File: config.mk
export PLATFORM = sky130hd
export DESIGN_NAME = pc_sequencer_flat
export DESIGN_NICKNAME = d
export VERILOG_FILES = /design/src/rtl/pc_seq_pkg.sv /design/src/rtl/pc_sequencer_if.sv /design/src/rtl/pc_redirect_latch.sv /design/src/rtl/pc_sequencer.sv /design/src/flat_wrapper.sv
export SDC_FILE = /design/constraint.sdc
export NUM_CORES = 1
export LEC_CHECK = 0
export ABC_AREA = 1
export CAP_MARGIN = 20
export CORE_AREA = 3 3 115 117
export CTS_BUF_LIST = sky130_fd_sc_hd__clkbuf_16
export DETAILED_ROUTE_END_ITERATION = 10
export DIE_AREA = 0 0 118 120
export GPL_TIMING_DRIVEN = 0
export PLACE_DENSITY = 0.72
export SYNTH_ARGS = -nofsm -noshare
export SYNTH_HDL_FRONTEND = slang
export SYNTH_HIERARCHICAL = 1
export SYNTH_SLANG_ARGS = --single-unit
File: constraint.sdc
create_clock -name Clk -period 3.3 [get_ports Clk]
set_input_delay 0.99 -clock Clk [delete_from_list [all_inputs] [get_ports Clk]]
set_output_delay 0.99 -clock Clk [all_outputs]
set_load 0.01 [all_outputs]
File: src/rtl/pc_seq_pkg.sv
// pc_seq_pkg: sequencer state encoding, PC constants and the pending-redirect
// record shared by the PC sequencer and its redirect latch.
package pc_seq_pkg;

    typedef enum logic [1:0] {
        ST_RUN  = 2'd0,
        ST_WAIT = 2'd1,
        ST_HALT = 2'd2
    } state_t;

    localparam logic [31:0] PC_INC     = 32'd4;
    localparam logic [31:0] EXC_VECTOR = 32'h8000_0180;

    typedef struct packed {
        logic        valid;
        logic        is_branch;
        logic [31:0] target;
    } redirect_t;

    // Fold this cycle's redirects into a held one. A branch always replaces
    // what is held; a jump replaces anything except a held branch, because
    // the branch belongs to an older instruction.
    function automatic redirect_t merge_redirect(
        input redirect_t   held,
        input logic        branch,
        input logic [31:0] branch_target,
        input logic        jump,
        input logic [31:0] jump_target
    );
        redirect_t r;
        r = held;
        if (branch) begin
            r = '{valid: 1'b1, is_branch: 1'b1, target: branch_target};
        end else if (jump && !(held.valid && held.is_branch)) begin
            r = '{valid: 1'b1, is_branch: 1'b0, target: jump_target};
        end
        return r;
    endfunction

endpackage

File: src/rtl/pc_sequencer_if.sv
// pc_sequencer_if: pipeline-facing signals of the PC sequencer.
// Optional feature macro: PC_SEQUENCER_EXCEPTION_EN adds ExcReq / EPC.
interface pc_sequencer_if;
    logic [31:0] PCCurrent;
    logic        BranchTaken;
    logic [31:0] BranchTarget;
    logic        Jump;
    logic [31:0] JumpTarget;
    logic        LoadUseHazard;
    logic        ICacheReady;
    logic        Halt;
    logic        Resume;
    logic [31:0] PCNext;
    logic        PCWrite;
    logic        IFIDWrite;
    logic        IFIDFlush;
    logic [15:0] StallCycles;
`ifdef PC_SEQUENCER_EXCEPTION_EN
    logic        ExcReq;
    logic [31:0] EPC;
`endif

    // Pipeline side: drives PC state and events, consumes PC control.
    modport master (
        output PCCurrent, BranchTaken, BranchTarget, Jump, JumpTarget,
               LoadUseHazard, ICacheReady, Halt, Resume,
`ifdef PC_SEQUENCER_EXCEPTION_EN
        output ExcReq,
        input  EPC,
`endif
        input  PCNext, PCWrite, IFIDWrite, IFIDFlush, StallCycles
    );

    // Sequencer side.
    modport slave (
        input  PCCurrent, BranchTaken, BranchTarget, Jump, JumpTarget,
               LoadUseHazard, ICacheReady, Halt, Resume,
`ifdef PC_SEQUENCER_EXCEPTION_EN
        input  ExcReq,
        output EPC,
`endif
        output PCNext, PCWrite, IFIDWrite, IFIDFlush, StallCycles
    );
endinterface

File: src/rtl/pc_redirect_latch.sv
// pc_redirect_latch: holds a redirect that arrived while fetch could not
// take it, and presents the held redirect merged with this cycle's inputs.
module pc_redirect_latch
    import pc_seq_pkg::*;
(
    input  logic        i_clk,
    input  logic        i_rst,
    input  logic        i_capture,
    input  logic        i_clear,
    input  logic        i_branch,
    input  logic [31:0] i_branch_target,
    input  logic        i_jump,
    input  logic [31:0] i_jump_target,
    output redirect_t   o_merged
);
    redirect_t r_latch;

    assign o_merged = merge_redirect(r_latch, i_branch, i_branch_target,
                                     i_jump, i_jump_target);

    // Pending redirect register; an applied/discarded redirect (clear) wins over capture.
    always_ff @(posedge i_clk or posedge i_rst) begin
        // NOTE: state registers use non-blocking assignments so every flop samples pre-edge values.
        if (i_rst) begin
            r_latch <= '0;
        end else if (i_clear) begin
            r_latch <= '0;
        end else if (i_capture) begin
            r_latch <= o_merged;
        end
    end
endmodule

File: src/rtl/pc_sequencer.sv
// pc_sequencer: chooses the next PC (sequential, branch/jump redirect,
// stall, halt) and drives the PC and IF/ID pipeline register controls.
// Optional feature macro: PC_SEQUENCER_EXCEPTION_EN adds an exception
// request that vectors fetch to EXC_VECTOR and records the faulting PC.
module pc_sequencer
    import pc_seq_pkg::*;
(
    input logic           Clk,
    input logic           Reset,
    pc_sequencer_if.slave bus
);
    state_t      r_state;
    state_t      w_state_next;
    redirect_t   w_merged;
    logic        w_capture;
    logic        w_clear;
    logic [31:0] w_pc_inc;
    logic [31:0] w_pc_next;
    logic        w_pc_write;
    logic        w_ifid_write;
    logic        w_ifid_flush;
    logic [15:0] r_stall_cycles;

    assign w_pc_inc = bus.PCCurrent + PC_INC;

    pc_redirect_latch u_redirect_latch (
        .i_clk           (Clk),
        .i_rst           (Reset),
        .i_capture       (w_capture),
        .i_clear         (w_clear),
        .i_branch        (bus.BranchTaken),
        .i_branch_target (bus.BranchTarget),
        .i_jump          (bus.Jump),
        .i_jump_target   (bus.JumpTarget),
        .o_merged        (w_merged)
    );

    // State register.
    always_ff @(posedge Clk or posedge Reset) begin
        if (Reset) begin
            r_state <= ST_RUN;
        end else begin
            r_state <= w_state_next;
        end
    end

    // Next-state and PC control decode; Halt outranks everything but an exception.
    always_comb begin
        // NOTE: every output gets a default first so no path leaves a latch behind.
        w_state_next = r_state;
        w_pc_next    = bus.PCCurrent;
        w_pc_write   = 1'b0;
        w_ifid_write = 1'b0;
        w_ifid_flush = 1'b0;
        w_capture    = 1'b0;
        w_clear      = 1'b0;
        unique case (r_state)
            ST_RUN: begin
                if (bus.Halt) begin
                    w_state_next = ST_HALT;
                end else if (!bus.ICacheReady) begin
                    w_state_next = ST_WAIT;
                    w_capture    = 1'b1;
                end else if (w_merged.valid) begin
                    w_pc_next    = w_merged.target;
                    w_pc_write   = 1'b1;
                    w_ifid_write = 1'b1;
                    w_ifid_flush = 1'b1;
                    w_clear      = 1'b1;
                end else if (!bus.LoadUseHazard) begin
                    w_pc_next    = w_pc_inc;
                    w_pc_write   = 1'b1;
                    w_ifid_write = 1'b1;
                end
            end
            ST_WAIT: begin
                if (bus.Halt) begin
                    w_state_next = ST_HALT;
                end else if (!bus.ICacheReady) begin
                    w_capture = 1'b1;
                end else begin
                    w_state_next = ST_RUN;
                    w_pc_next    = w_merged.valid ? w_merged.target : w_pc_inc;
                    w_pc_write   = 1'b1;
                    w_ifid_write = 1'b1;
                    w_ifid_flush = w_merged.valid;
                    w_clear      = 1'b1;
                end
            end
            ST_HALT: begin
                if (bus.Resume && !bus.Halt) begin
                    w_state_next = ST_RUN;
                end
            end
            default: begin
                w_state_next = ST_RUN;
            end
        endcase
`ifdef PC_SEQUENCER_EXCEPTION_EN
        if (bus.ExcReq) begin
            w_state_next = ST_RUN;
            w_pc_next    = EXC_VECTOR;
            w_pc_write   = 1'b1;
            w_ifid_write = 1'b1;
            w_ifid_flush = 1'b1;
            w_capture    = 1'b0;
            w_clear      = 1'b1;
        end
`endif
    end

    // Count fetch stalls outside HALT, saturating at all-ones.
    always_ff @(posedge Clk or posedge Reset) begin
        if (Reset) begin
            r_stall_cycles <= '0;
        end else if (!w_pc_write && (r_state != ST_HALT) && (r_stall_cycles != 16'hFFFF)) begin
            r_stall_cycles <= r_stall_cycles + 16'd1;
        end
    end

`ifdef PC_SEQUENCER_EXCEPTION_EN
    logic [31:0] r_epc;

    // Record the PC of the instruction that took the exception.
    always_ff @(posedge Clk or posedge Reset) begin
        if (Reset) begin
            r_epc <= '0;
        end else if (bus.ExcReq) begin
            r_epc <= bus.PCCurrent;
        end
    end

    assign bus.EPC = r_epc;
`endif

    // Controls are held quiet while reset is asserted.
    assign bus.PCNext      = Reset ? 32'h0000_0000 : w_pc_next;
    assign bus.PCWrite     = Reset ? 1'b0 : w_pc_write;
    assign bus.IFIDWrite   = Reset ? 1'b0 : w_ifid_write;
    assign bus.IFIDFlush   = Reset ? 1'b0 : w_ifid_flush;
    assign bus.StallCycles = r_stall_cycles;
endmodule

File: src/flat_wrapper.sv
// flat-port wrapper written by rule: the top's interface ports become plain ports
module pc_sequencer_flat import pc_seq_pkg::*;
  (Clk, Reset, bus_PCCurrent, bus_BranchTaken, bus_BranchTarget, bus_Jump, bus_JumpTarget, bus_LoadUseHazard, bus_ICacheReady, bus_Halt, bus_Resume, bus_PCNext, bus_PCWrite, bus_IFIDWrite, bus_IFIDFlush, bus_StallCycles);
  pc_sequencer_if bus_i ();
  input logic Clk;
  input logic Reset;
  input wire logic [$bits(bus_i.PCCurrent)-1:0] bus_PCCurrent;
  input wire logic [$bits(bus_i.BranchTaken)-1:0] bus_BranchTaken;
  input wire logic [$bits(bus_i.BranchTarget)-1:0] bus_BranchTarget;
  input wire logic [$bits(bus_i.Jump)-1:0] bus_Jump;
  input wire logic [$bits(bus_i.JumpTarget)-1:0] bus_JumpTarget;
  input wire logic [$bits(bus_i.LoadUseHazard)-1:0] bus_LoadUseHazard;
  input wire logic [$bits(bus_i.ICacheReady)-1:0] bus_ICacheReady;
  input wire logic [$bits(bus_i.Halt)-1:0] bus_Halt;
  input wire logic [$bits(bus_i.Resume)-1:0] bus_Resume;
  output wire logic [$bits(bus_i.PCNext)-1:0] bus_PCNext;
  output wire logic [$bits(bus_i.PCWrite)-1:0] bus_PCWrite;
  output wire logic [$bits(bus_i.IFIDWrite)-1:0] bus_IFIDWrite;
  output wire logic [$bits(bus_i.IFIDFlush)-1:0] bus_IFIDFlush;
  output wire logic [$bits(bus_i.StallCycles)-1:0] bus_StallCycles;
  assign bus_i.PCCurrent = bus_PCCurrent;
  assign bus_i.BranchTaken = bus_BranchTaken;
  assign bus_i.BranchTarget = bus_BranchTarget;
  assign bus_i.Jump = bus_Jump;
  assign bus_i.JumpTarget = bus_JumpTarget;
  assign bus_i.LoadUseHazard = bus_LoadUseHazard;
  assign bus_i.ICacheReady = bus_ICacheReady;
  assign bus_i.Halt = bus_Halt;
  assign bus_i.Resume = bus_Resume;
  assign bus_PCNext = bus_i.PCNext;
  assign bus_PCWrite = bus_i.PCWrite;
  assign bus_IFIDWrite = bus_i.IFIDWrite;
  assign bus_IFIDFlush = bus_i.IFIDFlush;
  assign bus_StallCycles = bus_i.StallCycles;
  pc_sequencer u_core (.Clk(Clk), .Reset(Reset), .bus(bus_i));
endmodule
==> flow_metrics.tcl <==
set metrics [dict create \
    hold_viol 0 \
    required_ns 2.31 \
    critPathMaxFanout 4 \
    grt_pass1_vias 6764 \
    period_share_pct 105 \
    status "finished with violations" \
    relSlewSlack_pct 48.1 \
    antenna_found_initial 0 \
    drv_cap 0 \
    worstSkewPairLatency_ns 0.31 \
    grt_max_degree 35 \
    area_growth_pct 64.3 \
    syn_area_per_cell_um2 6.06 \
    track_usage_pct 31.0 \
    htree_levels 2 \
    grt_first_pass_wirelength_um 35500 \
    coreArea_um2 12500 \
    place_hpwl_um 15800 \
    die-width_um 118 \
    postCtsHoldBufs 0 \
    multiInputGateArea_um2 4350 \
    synth_nets 985 \
    fin_nets 1204 \
    maxSlewViolCount 0 \
    rows 41 \
    clkSlewWorstSetupHoldPaths_ns 0.07 \
    crit_arrival_ns 2.47 \
    cts_made_buffers 5 \
    setup_violations 33 \
    fp.dieH_um 120 \
    syn_inst 879 \
    drt_iter0_drc 967 \
    fillers 1006 \
    ys_warn_count 6 \
    pre_cts_slack_ns -1.50 \
    n_antenna_cell 0 \
    clock_skew_ns 0.00427 \
    totalWireLength_um 23900 \
    vias 7411 \
    grt.overflow.total 0 \
    drtPass1Iterations 7 \
    clockBufferDepth 2 \
    drive_gt1_share_pct 34.0 \
    ioPinCount 155 \
    vias_per_cell 5.83 \
    swShare_pct 45.2 \
    total_leakage_power_uw 0.00380 \
    ir_drop_mv 0.344 \
    synthesis.area_um2 5320 \
    layout_setup_ws_ns -0.155 \
    combPwrFrac_pct 57.6 \
    final-seq-area_um2 1300 \
    gpl.final_weighted_congestion 1.01 \
    violations "setup timing" \
    antenna_left 0 \
    cp-start-kind "primary input" \
    cts_tree "done" \
    remaining_drc_errors 0 \
    port_buffers 150 \
    whs_ns 0.486 \
    power_frac_seq_pct 27.6 \
    p_sw_uw 1670 \
    setup.worst_path.class "in2out" \
    fmax_ghz 0.289 \
    max_slew.worst_pin.slew_ns 0.777 \
    hp-class "reg2reg" \
    clock-root-buffer "clkbuf_16" \
    initial_core_util_pct 42.7 \
    power.share.clock_pct 14.8 \
    p_per_area_nw_per_um2 422 \
    rsz0062_at_grt "yes" \
    power.internal_uw 2020 \
    wl_per_cell_um 18.8 \
    cts_sinks 52 \
    die-area_um2 14200 \
    end_kind "output pin" \
    period_needed_ns 3.46 \
]
==> per-layer routing <==
metal / up-vias / wire length, um / global-route usage (%)
li1: 3392 / - / -
met1: 3402 / 9480 / 42.5
met2: 509 / 10800 / 48.4
met3: 108 / 2360 / 5.28
met4: 0 / 1270 / 13.4
met5: - / 0 / 0
==> sequential cells by signal, indices dropped and copies added, names as in the netlist <==
register and cells:
u_core/u_redirect_latch/r_latch 34, u_core/r_state 2, u_core/bus.StallCycles 16
==> worst max-delay path: stages <==
cell	delay, ns
buf_12	0.09
ha_4	0.15
nand2_4	0.07
nor2_4	0.17
buf_4	0.14
buf_4	0.14
nand2_1	0.08
nor3_2	0.12
o211ai_1	0.18
a21oi_2	0.19
buf_2	0.15
==> layout make-up <==
| type | count | share of cell area [%] |
|---|---|---|
| Clock inverter | 3 | 0.200 |
| Tap cell | 172 | 2.46 |
| Multi-Input combinational cell | 688 | 49.7 |
| Buffer | 50 | 5.35 |
| Sequential cell | 52 | 14.9 |
| Clock buffer | 5 | 1.43 |
| Inverter | 87 | 3.91 |
| Timing Repair Buffer | 213 | 22.0 |
| Timing Repair inverter | 1 | 0.129 |
==> through the flow <==
| step | std cells | area [um2] | util, % | power [uW] | setup TNS, ns |
|---|---|---|---|---|---|
| after floorplan | 879 | 5430 | - | 2030 | 0 |
| after global placement | 1201 | 7150 | 57.4 | 2700 | -43.27 |
| after detailed placement | 1201 | 7150 | 57.4 | 2720 | -42.37 |
| after CTS | 1248 | 8230 | 66.0 | 3490 | -1.75 |
| after global routing | 1271 | 8750 | 70.2 | 3890 | -4.69 |
| final | 1271 | 8750 | 70.2 | 3690 | -2.83 |
==> cells in the final DEF, fill, tap and decap left out, types with 4 or more instances in the layout <==
master,instances
o21ai_1,11
o21ai_0,38
buf_6,27
nand3_1,117
buf_4,57
clkdlybuf4s50_1,83
xor2_1,10
a211oi_2,4
nand2_1,161
nand3_2,20
inv_1,74
buf_8,7
xnor2_1,4
a31oi_2,9
clkbuf_1,8
buf_12,9
clkbuf_16,6
buf_2,48
nor3_1,11
inv_2,11
nor3_2,8
nor2_1,85
a31oi_4,12
o21ai_2,6
a21oi_2,19
nor2_4,21
dfrtp_1,52
nand2_2,40
clkbuf_4,6
a21oi_1,21
nor2_2,13
a31oi_1,14
clkdlybuf4s15_2,4
nand4_1,19
nand2_4,8
==> timing repair <==
action                                  4_1_cts  5_1_grt
resized for setup                           444       91
pin swaps                                    65       51
buffers inserted                             36       24
gates cloned                                  4        1
endpoints found under the setup margin       35       35
==> power groups by stage <==
stage | clock network, uW | logic (uW) | registers, uW
3_3_place_gp | 0 | 1690 | 1010
4_1_cts | 552 | 1930 | 1010
3_5_place_dp | 0 | 1710 | 1010
5_1_grt | 578 | 2270 | 1040
2_1_floorplan | 0 | 1030 | 1000
6_report | 547 | 2120 | 1020
==> final timing paths <==
kind,start,end,cells past startpoint,slack (ns)
min in group asynchronous,Reset,u_core/u_redirect_latch/r_latch[8],2,1.10
max,bus_PCCurrent[2],bus_PCNext[12],11,-0.16
max reg2reg,u_core/r_state[1],u_core/u_redirect_latch/r_latch[12],8,0.73
min reg2reg,u_core/u_redirect_latch/r_latch[18],u_core/u_redirect_latch/r_latch[18],2,0.49
min,u_core/u_redirect_latch/r_latch[18],u_core/u_redirect_latch/r_latch[18],2,0.49
max in group asynchronous,Reset,u_core/u_redirect_latch/r_latch[17],2,1.70
Power figures use the tool's default switching activity.
